File: src/rtl/mem_bus_master.sv
// rtl/mem_bus_master.sv - Avalon-MM bus master for CPU load/store and fetch requests
module mem_bus_master #(
  parameter int WAIT_LIMIT = 255
) (
  input  logic        clk,
  input  logic        reset,
  input  logic        req_valid,
  output logic        req_ready,
  input  logic        req_write,
  input  logic [31:0] req_address,
  input  logic [1:0]  req_size,
  input  logic        req_signed,
  input  logic [31:0] req_writedata,
  output logic        rsp_valid,
  output logic [31:0] rsp_readdata,
  output logic        rsp_error,
  output logic [31:0] address,
  output logic        read,
  output logic        write,
  output logic [31:0] writedata,
  output logic [3:0]  byteenable,
  input  logic [31:0] readdata,
  input  logic        waitrequest
);

  typedef enum logic [1:0] {IDLE, BUS, RESP} state_t;

  localparam logic [15:0] WAIT_LIM16 = 16'(WAIT_LIMIT);

  state_t      state_q, state_d;
  logic        write_q, write_d;
  logic [1:0]  size_q, size_d;
  logic        signed_q, signed_d;
  logic [1:0]  lane_q, lane_d;
  logic [31:0] address_q, address_d;
  logic [3:0]  be_q, be_d;
  logic [31:0] writedata_q, writedata_d;
  logic [31:0] rdata_q, rdata_d;
  logic        error_q, error_d;
  logic [15:0] wait_cnt_q, wait_cnt_d;

  logic        req_bad;
  logic [3:0]  req_be;
  logic [31:0] req_wd;
  logic [31:0] rd_shift;
  logic [31:0] load_ext;

  // Decode the incoming request: alignment legality, lane enables and replicated store data
  always_comb begin
    req_bad = 1'b0;
    req_be  = 4'b0000;
    req_wd  = req_writedata;
    case (req_size)
      2'b00: begin
        req_be = 4'b0001 << req_address[1:0];
        req_wd = {4{req_writedata[7:0]}};
      end
      2'b01: begin
        req_bad = req_address[0];
        req_be  = req_address[1] ? 4'b1100 : 4'b0011;
        req_wd  = {2{req_writedata[15:0]}};
      end
      2'b10: begin
        req_bad = (req_address[1:0] != 2'b00);
        req_be  = 4'b1111;
      end
      default: req_bad = 1'b1;
    endcase
  end

  // Pick the addressed lane(s) out of readdata and extend to 32 bits
  always_comb begin
    rd_shift = readdata >> {lane_q, 3'b000};
    load_ext = readdata;
    case (size_q)
      2'b00: load_ext = {{24{signed_q & rd_shift[7]}}, rd_shift[7:0]};
      2'b01: begin
        if (lane_q[1]) begin
          load_ext = {{16{signed_q & readdata[31]}}, readdata[31:16]};
        end else begin
          load_ext = {{16{signed_q & readdata[15]}}, readdata[15:0]};
        end
      end
      default: load_ext = readdata;
    endcase
  end

  // Next-state logic: capture in IDLE, run the bus transfer with timeout, pulse the response
  always_comb begin
    state_d     = state_q;
    write_d     = write_q;
    size_d      = size_q;
    signed_d    = signed_q;
    lane_d      = lane_q;
    address_d   = address_q;
    be_d        = be_q;
    writedata_d = writedata_q;
    rdata_d     = rdata_q;
    error_d     = error_q;
    wait_cnt_d  = wait_cnt_q;
    case (state_q)
      IDLE: begin
        if (req_valid) begin
          write_d  = req_write;
          size_d   = req_size;
          signed_d = req_signed;
          lane_d   = req_address[1:0];
          rdata_d  = 32'd0;
          if (req_bad) begin
            // Illegal access never touches the bus; address keeps its last value
            error_d = 1'b1;
            state_d = RESP;
          end else begin
            error_d     = 1'b0;
            address_d   = {req_address[31:2], 2'b00};
            be_d        = req_be;
            writedata_d = req_wd;
            wait_cnt_d  = 16'd0;
            state_d     = BUS;
          end
        end
      end
      BUS: begin
        if (!waitrequest) begin
          rdata_d = write_q ? 32'd0 : load_ext;
          error_d = 1'b0;
          state_d = RESP;
        end else if ((WAIT_LIMIT != 0) && (wait_cnt_q + 16'd1 == WAIT_LIM16)) begin
          rdata_d = 32'd0;
          error_d = 1'b1;
          state_d = RESP;
        end else begin
          wait_cnt_d = wait_cnt_q + 16'd1;
        end
      end
      RESP: state_d = IDLE;
      default: state_d = IDLE;
    endcase
  end

  // State and captured-request registers
  always_ff @(posedge clk or posedge reset) begin
    if (reset) begin
      state_q     <= IDLE;
      write_q     <= 1'b0;
      size_q      <= 2'b00;
      signed_q    <= 1'b0;
      lane_q      <= 2'b00;
      address_q   <= 32'd0;
      be_q        <= 4'b0000;
      writedata_q <= 32'd0;
      rdata_q     <= 32'd0;
      error_q     <= 1'b0;
      wait_cnt_q  <= 16'd0;
    end else begin
      state_q     <= state_d;
      write_q     <= write_d;
      size_q      <= size_d;
      signed_q    <= signed_d;
      lane_q      <= lane_d;
      address_q   <= address_d;
      be_q        <= be_d;
      writedata_q <= writedata_d;
      rdata_q     <= rdata_d;
      error_q     <= error_d;
      wait_cnt_q  <= wait_cnt_d;
    end
  end

  // Outputs are gated by state so an async reset drops strobes immediately
  always_comb begin
    req_ready    = (state_q == IDLE) && !reset;
    read         = (state_q == BUS) && !write_q;
    write        = (state_q == BUS) && write_q;
    byteenable   = (state_q == BUS) ? be_q : 4'b0000;
    address      = address_q;
    writedata    = writedata_q;
    rsp_valid    = (state_q == RESP);
    rsp_readdata = (state_q == RESP) ? rdata_q : 32'd0;
    rsp_error    = (state_q == RESP) && error_q;
  end

endmodule

File: config.mk
export PLATFORM = sky130hd
export DESIGN_NAME = mem_bus_master
export DESIGN_NICKNAME = d
export VERILOG_FILES = /design/src/rtl/mem_bus_master.sv
export SDC_FILE = /design/constraint.sdc
export NUM_CORES = 1
export LEC_CHECK = 0
export ABC_AREA = 1
export ABC_CLOCK_PERIOD_IN_PS = 14490
export CORE_ASPECT_RATIO = 1.75
export CORE_MARGIN = 1
export CORE_UTILIZATION = 45
export DETAILED_ROUTE_END_ITERATION = 10
export MAX_ROUTING_LAYER = met4
export PLACE_DENSITY = 0.78
export SLEW_MARGIN = 10
export SYNTH_ARGS = -nofsm -noshare
export SYNTH_HDL_FRONTEND = slang
export SYNTH_SLANG_ARGS = --single-unit
File: constraint.sdc
create_clock -name clk -period 14.49 [get_ports clk]
set_input_delay 4.347 -clock clk [delete_from_list [all_inputs] [get_ports clk]]
set_output_delay 4.347 -clock clk [all_outputs]
set_load 0.02 [all_outputs]
After elaboration in Yosys (flattened, before gate mapping) --
Cells that the tools add are included.
Operators by class: reduce and logical (&&, ||, !) cells 16, shift-type cells 2, equal/unequal tests 11, $add $sub $neg 1, bitwise operators 4, muxes and demuxes 28
Operators with widths (count):
- $mux 32 | 6
- $pmux 32 s2 | 3
- $mux 16 | 4
- $pmux 16 s2 | 1
- $shr 32x5->8 | 1
- $add 16x1->16 const B | 1
- $eq 16x8->1 const B | 1
- $pmux 4 s3 | 1
- $mux 2 | 4
- $mux 4 | 2
- $ne 2x2->1 const B | 4
- $eq 2x1->1 const B | 3
- $logic_not 2->1 | 3
- $reduce_and 3->1 | 2
- $reduce_and 5->1 | 1
- $eq 2x2->1 const B | 2
- $logic_and 1x1->1 | 4
- $mux 1 | 4
- $pmux 2 s2 | 1
- $reduce_and 2->1 | 2
- $reduce_bool 2->1 | 2
- $shl 1x2->4 const A | 1
- $and 1x1->1 | 3
- $ne 3x3->1 const B | 1
- other kinds (4) | 5
Word-level totals: output and inout bits 105, register bits after elaboration 123, bits of input ports 104

Logic depth before layout (Yosys ltp) --
Gate-level depths: netlist (run 1).
word-level depth 6, depth in mapped cells 15, mapped depth without buffers 14

Worst setup path before layout (run 1) --
OpenSTA, ideal clock, no wires.
path kind input -> output, start input reset, end output req_ready, data arrival time 4640 ps, path buffers 0, setup slack 5503 ps, stages 1, path through nor2_1
On the way: word-level cells in the longest chain between the ends 2
RTL lines:
- from (decl) | RTL line 6 | input logic reset,
- $logic_not 1->1 | RTL line 172 | req_ready = (state_q == IDLE) && !reset;
- $logic_and 1x1->1 | RTL line 172
- to (decl) | RTL line 8 | output logic req_ready,
Every way passes these cells.

Worst setup path in the final report (run 1) --
Same ends and word-level chain as after synthesis.

==> metrics.csv, run 1 <==
stage,metric,value,unit
placement,dp_slack,4.60,ns
placement,hpwl,13000,um
yosys,ys.flop_type,dfrtp_1,
routing,via_count,6355,
run,maxCapViolations,0,
die,rows,57,
yosys,synth_top_cell_by_area,dfrtp_1,
grt,grt_max_degree,100,
final_layout,nets,1165,
clock_network,numCtsBuffers,17,
timing,fin_setup_tns,0,ns
worst_setup_path,critPathMaxStageDelay,0.60,ns
grt,grt_pass1_vias,6057,
clock_network,cts_resized,0,
timing,period_share,68.2,%
final_layout,drive_gt1_share,4.66,%
grt,track_usage,26.1,%
grt,grt_first_pass_wirelength,29100,um
grt,met3_usage,5.57,%
status,status,"complete, no violations",
die,die_x,92.2,um
worst_setup_path,crit_path_end_kind,primary output,
grt,overflow,0,
yosys,syn-cell-area,6400,um2
timing,rsz0062_at_grt,false,
clock_network,clock_sinks,123,
worst_setup_path,cpMaxStageDelayCell,clkdlybuf4s50_1,
routing,drt-vias-per-instance,5.09,
clock_network,cts_tree,yes,
power_and_ir_drop,total_power,1.67,mW
worst_setup_path,worstPathCellList,clkdlybuf4s50_1 > nor2_1 > clkdlybuf4s50_1,
grt,met2_usage,43.1,%
timing,finalSetupViolCount,0,
power_and_ir_drop,peakVddDrop,0.000129,V
die,io-pin-count,209,
timing,finalMaxSlewViolations,0,
yosys,async_flop_share,100,%
worst_setup_path,cp_common_cell,clkdlybuf4s50_1,
placement,placedCellCount,1217,
yosys,ys_top_cells_by_area,"dfrtp_1, nand2_1, nor2_1",
routing,post-route-drc-count,0,
grt,grt_busiest_layer,met2,
routing,ant_nets,0,
placement,routabilityCongestion,0.889,
die,coreArea,13900,um2
routing,drt_pass1_iterations,5,
timing,timing.final.ws_setup,4.61,ns
yosys,ys_warn_count,0,
hold_path,hold_class,flop to flop,
grt,grt_antenna_before_repair,0,
timing,fmax,0.101,GHz
clock_network,holdBufCountCts,0,
yosys,synth.top_cell.area_share,48.1,%
final_layout,antenna_cells,0,
yosys,yosysMostFrequentCell,nand2_1,
die,initial_utilization,46.0,%
clock_network,path_clk_slew,0.06,ns
timing,worst_slew_pin_slew,1.11,ns
worst_setup_path,worstPathRequired,10.14,ns
yosys,yosysUniqueCellTypes,34,
timing,whs,0.469,ns
die,dieHeight,160,um
die,dieArea,14700,um2
power_and_ir_drop,powerDensity,183,nW/um2
yosys,netlist_top_cells_count,"nand2_1, dfrtp_1, nor2_1, inv_1, o21ai_0",
timing,hold_violations,0,
timing,slew_headroom,25.4,%
worst_setup_path,path_class,input pin to primary output,
placement,port_buffers,206,
yosys,synth_area_per_cell,7.34,um2
grt,use_met1,29.7,%
timing,period_needed,9.88,ns
clock_network,root_buffer,clkbuf_16,
clock_network,clockBufferDepth,2,
worst_setup_path,start_kind,input pin,
yosys,synthCells,873,
final_layout,synthToLayoutAreaGrowth,42.6,%
worst_setup_path,crit_arrival,5.53,ns
clock_network,clkLatencyLatePin,0.42,ns
yosys,synth_edf_count,0,
final_layout,fin_cells,1249,
clock_network,post_cts_buffers,0,
yosys,ys_ff_latch,123,
worst_setup_path,path_max_fanout,2,
timing,worst_clock_skew,0.00757,ns
routing,wl_per_cell,14.6,um
clock_network,htreeDepth,4,
routing,wirelength,18300,um
power_and_ir_drop,power_leakage,4.25,nW
yosys,ys_seq_area_share,48.1,%
routing,drt_iter0_drc,405,
==> final timing paths <==
| kind | cells after the start | from | slack [ns] | to |
|---|---|---|---|---|
| setup / recovery | 3 | reset | 4.61 | req_ready |
| hold / removal | 2 | writedata[19] | 0.47 | writedata[19] |
| setup reg to reg | 10 | state_q[1] | 11.11 | wait_cnt_q[1] |
| hold reg to reg | 2 | writedata[19] | 0.47 | writedata[19] |
| max in group asynchronous | 3 | reset | 8.75 | writedata[12] |
| min in group asynchronous | 2 | reset | 4.41 | rdata_q[27] |
==> stage by stage <==
stage,cell area (um2),utilization [%]
2_1_floorplan,6410,-
3_3_place_gp,8530,61.4
3_5_place_dp,8530,61.4
4_1_cts,9130,65.7
5_1_grt,9130,65.7
6_report,9130,65.7
==> layout make-up <==
class                           instances  area, um2
Clock buffer                           19        443
Inverter                               83        314
Clock inverter                         13        155
Tap cell                              177        221
Timing Repair Buffer                  210       2090
Multi-Input combinational cell        624       2830
Fill cell                            1188       4780
Sequential cell                       123       3080
==> layout by cell type (no fill, tap or decap), types with 2 or more instances in the layout <==
cell type        count
conb_1               2
o21a_1               3
buf_4                4
clkbuf_16           17
clkinvlp_4           3
nand4_1             13
ha_1                 2
clkinv_4             2
clkinv_1             2
o221ai_1            14
dfrtp_1            123
xor2_1               2
nand3b_1             2
nand3_1             37
nand2_4              2
mux2i_1             14
clkdlybuf4s50_1    206
a21oi_1             21
o21ai_1              2
nor2_2               6
o21ai_0             63
inv_6                5
nand2_2              2
nor3_1               4
inv_1               79
bufinv_16            2
nand2_1            326
nor2_1             101
==> routing by layer <==
layer,routed length [um],up-vias,share of wire [%]
met4,833,0,4.6
met1,7130,2913,39
met3,1140,55,6.2
li1,-,3124,-
met2,9180,263,50
met5,0,-,0
==> worst max-delay path, delay by kind of cell <==
family	cells	cell delay [ns]
buf+inv	2	1.06
simple gates	1	0.12
==> registers in the layout, summed over array words and instances (netlist names) <==
name / flops
state_q: 2
size_q: 2
address: 30
rdata_q: 32
signed_q: 1
writedata: 32
wait_cnt_q: 16
error_q: 1
lane_q: 2
be_q: 4
write_q: 1
==> cells by family (layout without fill, tap and decap cells) <==
group | count (synthesis) | in the layout | synth area share [%]
simple gates | 496 | 496 | 31.4
buf+inv | 127 | 325 | 8.05
flops | 123 | 123 | 48.1
compound gates | 108 | 108 | 9.61
mux | 14 | 14 | 2.19
fa+ha+maj | 2 | 2 | 0.391
xor+xnor | 2 | 2 | 0.274
other cells | 1 | 2 | 0.0586
==> power breakdown <==
part / internal (mW) / switching (mW) / leakage, nW / total, mW
clock: 0.262 / 0.169 / 0.284 / 0.431
sequential: 0.466 / 0.0837 / 1.60 / 0.550
combinational: 0.290 / 0.398 / 2.36 / 0.688
No activity file was read; power rests on OpenSTA's default activity.
==> run 2, diff against run 1 <==
ABC_CLOCK_PERIOD_IN_PS = 8300   (was 14490)
CORE_UTILIZATION = 42   (was 45)
PLACE_DENSITY = 0.76   (was 0.78)
clock period = 8.3 ns   (was 14.49 ns; I/O delays follow)
==> metrics.csv, run 2 (same netlist as run 1, synthesis figures left out) <==
stage,metric,value,unit,change
status,status,"complete, no violations",,
timing,fmax,0.162,GHz,
timing,fin_setup_tns,0,ns,unchanged
grt,track_usage,26.1,%,about the same
worst_setup_path,crit_path_end_kind,primary output,,
routing,drt_iter0_drc,389,,-4.0%
final_layout,final_cell_area,9130,um2,about the same
timing,finalSetupViolCount,0,,unchanged
timing,period_needed,6.16,ns,
timing,period_share,74.2,%,
die,initial_utilization,42.9,%,-3.1 points
worst_setup_path,crit_arrival,3.67,ns,-1.86 ns
final_layout,antenna_cells,0,,unchanged
final_layout,ff_latch_area,3080,um2,unchanged
clock_network,numCtsBuffers,17,,unchanged
clock_network,root_buffer,clkbuf_16,,
hold_path,hold_class,flop to flop,,
power_and_ir_drop,powerDensity,320,nW/um2,+75%
timing,worst_slew_pin_slew,1.15,ns,+0.0414 ns
final_layout,mostFrequentLayoutCells,"nand2_1, clkdlybuf4s50_1, dfrtp_1",,
placement,placedCellCount,1223,,+0.49%
routing,via_count,6422,,+1.1%
worst_setup_path,crit_path_start,reset,,
placement,hpwl,13500,um,+4.1%
power_and_ir_drop,power_leakage,4.25,nW,about the same
clock_network,clockBufferDepth,2,,unchanged
grt,grt_first_pass_wirelength,30700,um,+5.5%
worst_setup_path,start_kind,input pin,,
die,rows,59,,+3.5%
worst_setup_path,r2r-end,writedata[2],,
final_layout,nets,1165,,unchanged
timing,worst_clock_skew,0.0137,ns,+0.00611 ns
die,dieHeight,165,um,+3.5%
worst_setup_path,rrSetupSlack,5.17,ns,-5.94 ns
grt,grt_max_degree,72,,-28%
routing,ant_nets,0,,unchanged
clock_network,clock_sinks,123,,unchanged
timing,finalMaxSlewViolations,0,,unchanged
clock_network,htreeDepth,4,,unchanged
die,dieArea,15800,um2,+7.0%
die,die_x,95.3,um,+3.4%
run,maxCapViolations,0,,unchanged
die,io-pin-count,209,,unchanged
grt,grt_pass1_vias,6247,,+3.1%
placement,port_buffers,206,,unchanged
routing,wl_per_cell,15.2,um,+4.0%
final_layout,fin_util,61.2,%,-4.4 points
worst_setup_path,r2r_cells,10,,unchanged
power_and_ir_drop,total_power,2.92,mW,+75%
placement,place_area,8540,um2,about the same
worst_setup_path,endpoint,req_ready,,
grt,overflow,0,,unchanged
final_layout,final_common_cell,nand2_1,,
routing,wirelength,19100,um,+4.5%
worst_setup_path,path_class,input pin to primary output,,
clock_network,cts_tree,yes,,
timing,slew_headroom,22.9,%,-2.5 points
final_layout,synthToLayoutAreaGrowth,42.6,%,about the same
clock_network,path_clk_slew,0.06,ns,about the same
timing,rsz0062_at_grt,false,,
grt,grt_antenna_before_repair,0,,unchanged
final_layout,multiInputGateArea,2830,um2,unchanged
routing,drt-vias-per-instance,5.12,,+0.57%
worst_setup_path,path_max_fanout,2,,unchanged
final_layout,nFillCells,1322,,+11%
die,coreArea,14900,um2,+7.2%
clock_network,holdBufCountCts,0,,unchanged
worst_setup_path,worstPathRequired,5.81,ns,-4.33 ns
routing,drt_pass1_iterations,5,,unchanged
clock_network,clkLatencyLatePin,0.43,ns,about the same
placement,routabilityCongestion,0.878,,-1.2%
routing,post-route-drc-count,0,,unchanged
clock_network,cts_resized,0,,unchanged
clock_network,post_cts_buffers,0,,unchanged
worst_setup_path,r2r_start,state_q[1],,
power_and_ir_drop,peakVddDrop,0.000204,V,+58%
timing,hold_violations,0,,unchanged
final_layout,fin_cells,1255,,+0.48%
final_layout,drive_gt1_share,4.76,%,+0.093 points
## run 2: metrics by stage
step / hold WS (ns) / worst slack (ns)
finish: 0.468 / 2.14
global route: 0.483 / 2.04
CTS: 0.473 / 2.13
detailed placement: 0.458 / 2.13
global placement: 0.453 / 2.13
floorplan: 0.442 / 2.54
## run 2: cell type report
cell class,count,area share (%)
multi-input cells,624,31.0
flip-flops and latches,123,33.7
inverters,83,3.44
clock buffers,18,4.81
well taps,183,2.51
repair buffers,210,22.9
clock inverters,14,1.63
## run 2: worst max-delay path, stage by stage
cell and delay (ns):
clkdlybuf4s50_1 0.46, nor2_1 0.12, clkdlybuf4s50_1 0.60
## run 2: worst min-delay path by stage
stage / start / slack, ns / cells past startpoint / endpoint
3_3_place_gp: rdata_q[24] / 0.45 / 2 / rdata_q[24]
4_1_cts: rdata_q[30] / 0.47 / 2 / rdata_q[30]
3_5_place_dp: rdata_q[30] / 0.46 / 2 / rdata_q[30]
6_report: writedata[17] / 0.47 / 2 / writedata[17]
5_1_grt: rdata_q[26] / 0.48 / 2 / rdata_q[26]
2_1_floorplan: error_q / 0.44 / 2 / error_q
## run 2: layer usage
layer / part of all wire, % / GRT usage, % / up-vias
li1: - / - / 3133
met1: 40 / 29.8 / 2993
met2: 52 / 44.1 / 250
met3: 5.3 / 5.17 / 46
met4: 2.9 / 10.7 / 0
met5: 0 / - / -
## run 2: power by group
part / internal, mW / switching [mW]
Clock: 0.432 / 0.321
Sequential: 0.814 / 0.155
Combinational: 0.503 / 0.692
==> run 3, diff against run 2 <==
ABC_CLOCK_PERIOD_IN_PS = 5320   (was 8300)
clock period = 5.32 ns   (was 8.3 ns; I/O delays follow)
==> metrics.csv, run 3 (same netlist as run 1, synthesis figures left out) <==
stage,metric,value,unit,change
clock_network,clkLatencyLatePin,0.41,ns,-0.02 ns
routing,drt_iter0_drc,366,,-5.9%
grt,track_usage,25.8,%,-0.31 points
timing,fmax,0.228,GHz,
clock_network,path_clk_slew,0.06,ns,about the same
die,rows,59,,unchanged
final_layout,nets,1169,,+0.34%
clock_network,clockBufferDepth,2,,unchanged
timing,finalSetupViolCount,0,,unchanged
power_and_ir_drop,p_switching,1.77,mW,+51%
power_and_ir_drop,power_leakage,4.30,nW,+1.2%
timing,worst_slew_pin_slew,1.17,ns,+0.0163 ns
routing,wl_per_cell,15.0,um,-1.2%
placement,port_buffers,206,,unchanged
worst_setup_path,start_kind,input pin,,
grt,overflow,0,,unchanged
die,initial_utilization,42.9,%,unchanged
clock_network,post_cts_buffers,0,,unchanged
final_layout,synthToLayoutAreaGrowth,43.8,%,
clock_network,cts_resized,0,,unchanged
timing,whs,0.469,ns,+0.000633 ns
power_and_ir_drop,powerDensity,504,nW/um2,+58%
clock_network,root_buffer,clkbuf_16,,
worst_setup_path,crit_path_end_kind,primary output,,
power_and_ir_drop,peakVddDrop,0.000337,V,+65%
die,dieArea,15800,um2,unchanged
power_and_ir_drop,p_int,2.87,mW,+64%
routing,ant_nets,0,,unchanged
power_and_ir_drop,power_frac_comb,40.5,%,-0.5 points
timing,hold_violations,0,,unchanged
routing,via_count,6388,,-0.53%
power_and_ir_drop,seq_power_share,32.3,%,-0.9 points
routing,drt_pass1_iterations,5,,unchanged
worst_setup_path,path_class,input pin to primary output,,
grt,grt_pass1_vias,6364,,+1.9%
die,io-pin-count,209,,unchanged
grt,grt_antenna_before_repair,0,,unchanged
die,coreArea,14900,um2,unchanged
timing,period_needed,4.38,ns,
final_layout,drive_gt1_share,5.02,%,+0.27 points
die,dieHeight,165,um,unchanged
final_layout,final_common_cell,nand2_1,,
clock_network,holdBufCountCts,0,,unchanged
timing,slew_headroom,22.0,%,-0.95 points
clock_network,cts_tree,yes,,
power_and_ir_drop,power.share.switching,38.1,%,-2.0 points
timing,timing.final.ws_setup,0.941,ns,-1.20 ns
timing,period_share,82.3,%,
timing,fin_setup_tns,0,ns,unchanged
grt,grt_first_pass_wirelength,30400,um,-0.90%
die,die_x,95.3,um,unchanged
final_layout,multiInputGateArea,2830,um2,unchanged
clock_network,numCtsBuffers,17,,unchanged
placement,hpwl,13500,um,-0.21%
worst_setup_path,crit_arrival,2.78,ns,-0.89 ns
final_layout,ff_latch_area,3080,um2,unchanged
worst_setup_path,path_max_fanout,2,,unchanged
routing,wirelength,18900,um,-0.94%
timing,rsz0062_at_grt,false,,
hold_path,hold_class,flop to flop,,
timing,finalMaxSlewViolations,0,,unchanged
final_layout,mostFrequentLayoutCells,"nand2_1, clkdlybuf4s50_1, dfrtp_1",,
clock_network,clock_sinks,123,,unchanged
worst_setup_path,worstPathRequired,3.72,ns,-2.09 ns
hold_path,min-delay-start,rdata_q[3],,
clock_network,htreeDepth,4,,unchanged
final_layout,nFillCells,1319,,-0.23%
routing,drt-vias-per-instance,5.08,,-0.77%
timing,worst_clock_skew,0.0108,ns,-0.00288 ns
routing,post-route-drc-count,0,,unchanged
worst_setup_path,r2r_start,size_q[1],,
run,maxCapViolations,0,,unchanged
status,status,"complete, no violations",,
grt,grt_max_degree,78,,+8.3%
power_and_ir_drop,p_clk_share,27.1,%,+1.3 points
placement,dp_slack,0.932,ns,-1.20 ns
final_layout,fin_util,61.8,%,+0.55 points
placement,routabilityCongestion,0.899,,+2.4%
final_layout,antenna_cells,0,,unchanged
worst_setup_path,crit_path_start,reset,,
==> run 3: path summary, 6_finish.rpt <==
check | end | cells past startpoint | slack, ns
min | rdata_q[3] | 2 | 0.47
min reg2reg | rdata_q[3] | 2 | 0.47
max reg2reg | rdata_q[23] | 9 | 2.21
max | req_ready | 3 | 0.94
min in group asynchronous | error_q | 2 | 1.79
max in group asynchronous | writedata[26] | 3 | 2.69
==> run 3: cell type report <==
cell class                      instances  area share [%]
Clock buffer                           19            4.92
Clock inverter                         12            2.02
Inverter                               83            3.41
Multi-Input combinational cell        624            30.7
Sequential cell                       123            33.4
Tap cell                              183            2.49
Timing Repair Buffer                  214            23.0
==> run 3: power groups by stage <==
| stage | registers, mW | logic [mW] | clock network [mW] |
|---|---|---|---|
| floorplan | 1.74 | 0.825 | 0 |
| global placement | 1.50 | 1.86 | 0 |
| detailed placement | 1.50 | 1.88 | 0 |
| CTS | 1.50 | 1.90 | 1.28 |
| global route | 1.55 | 2.07 | 1.32 |
| finish | 1.50 | 1.88 | 1.26 |
==> run 3: per-stage QoR <==
stage	instance area, um2	total power, mW	instances
global placement	8570	3.36	1227
global route	9210	4.93	1258
detailed placement	8570	3.39	1227
floorplan	6410	2.56	874
CTS	9210	4.68	1258
finish	9210	4.64	1258
==> run 3: metal layers <==
layer / GRT usage [%] / share of wire [%] / vias to the layer above
met2: 44.4 / 52 / 248
met3: 5.22 / 5.7 / 37
met5: - / 0 / -
met4: 10.8 / 3.1 / 0
met1: 28.6 / 39 / 2970
li1: - / - / 3133
==> run 3: critical path, stage by stage <==
cell and delay (ns):
clkdlybuf4s50_1 0.47, nor2_1 0.12, clkdlybuf4s50_1 0.60
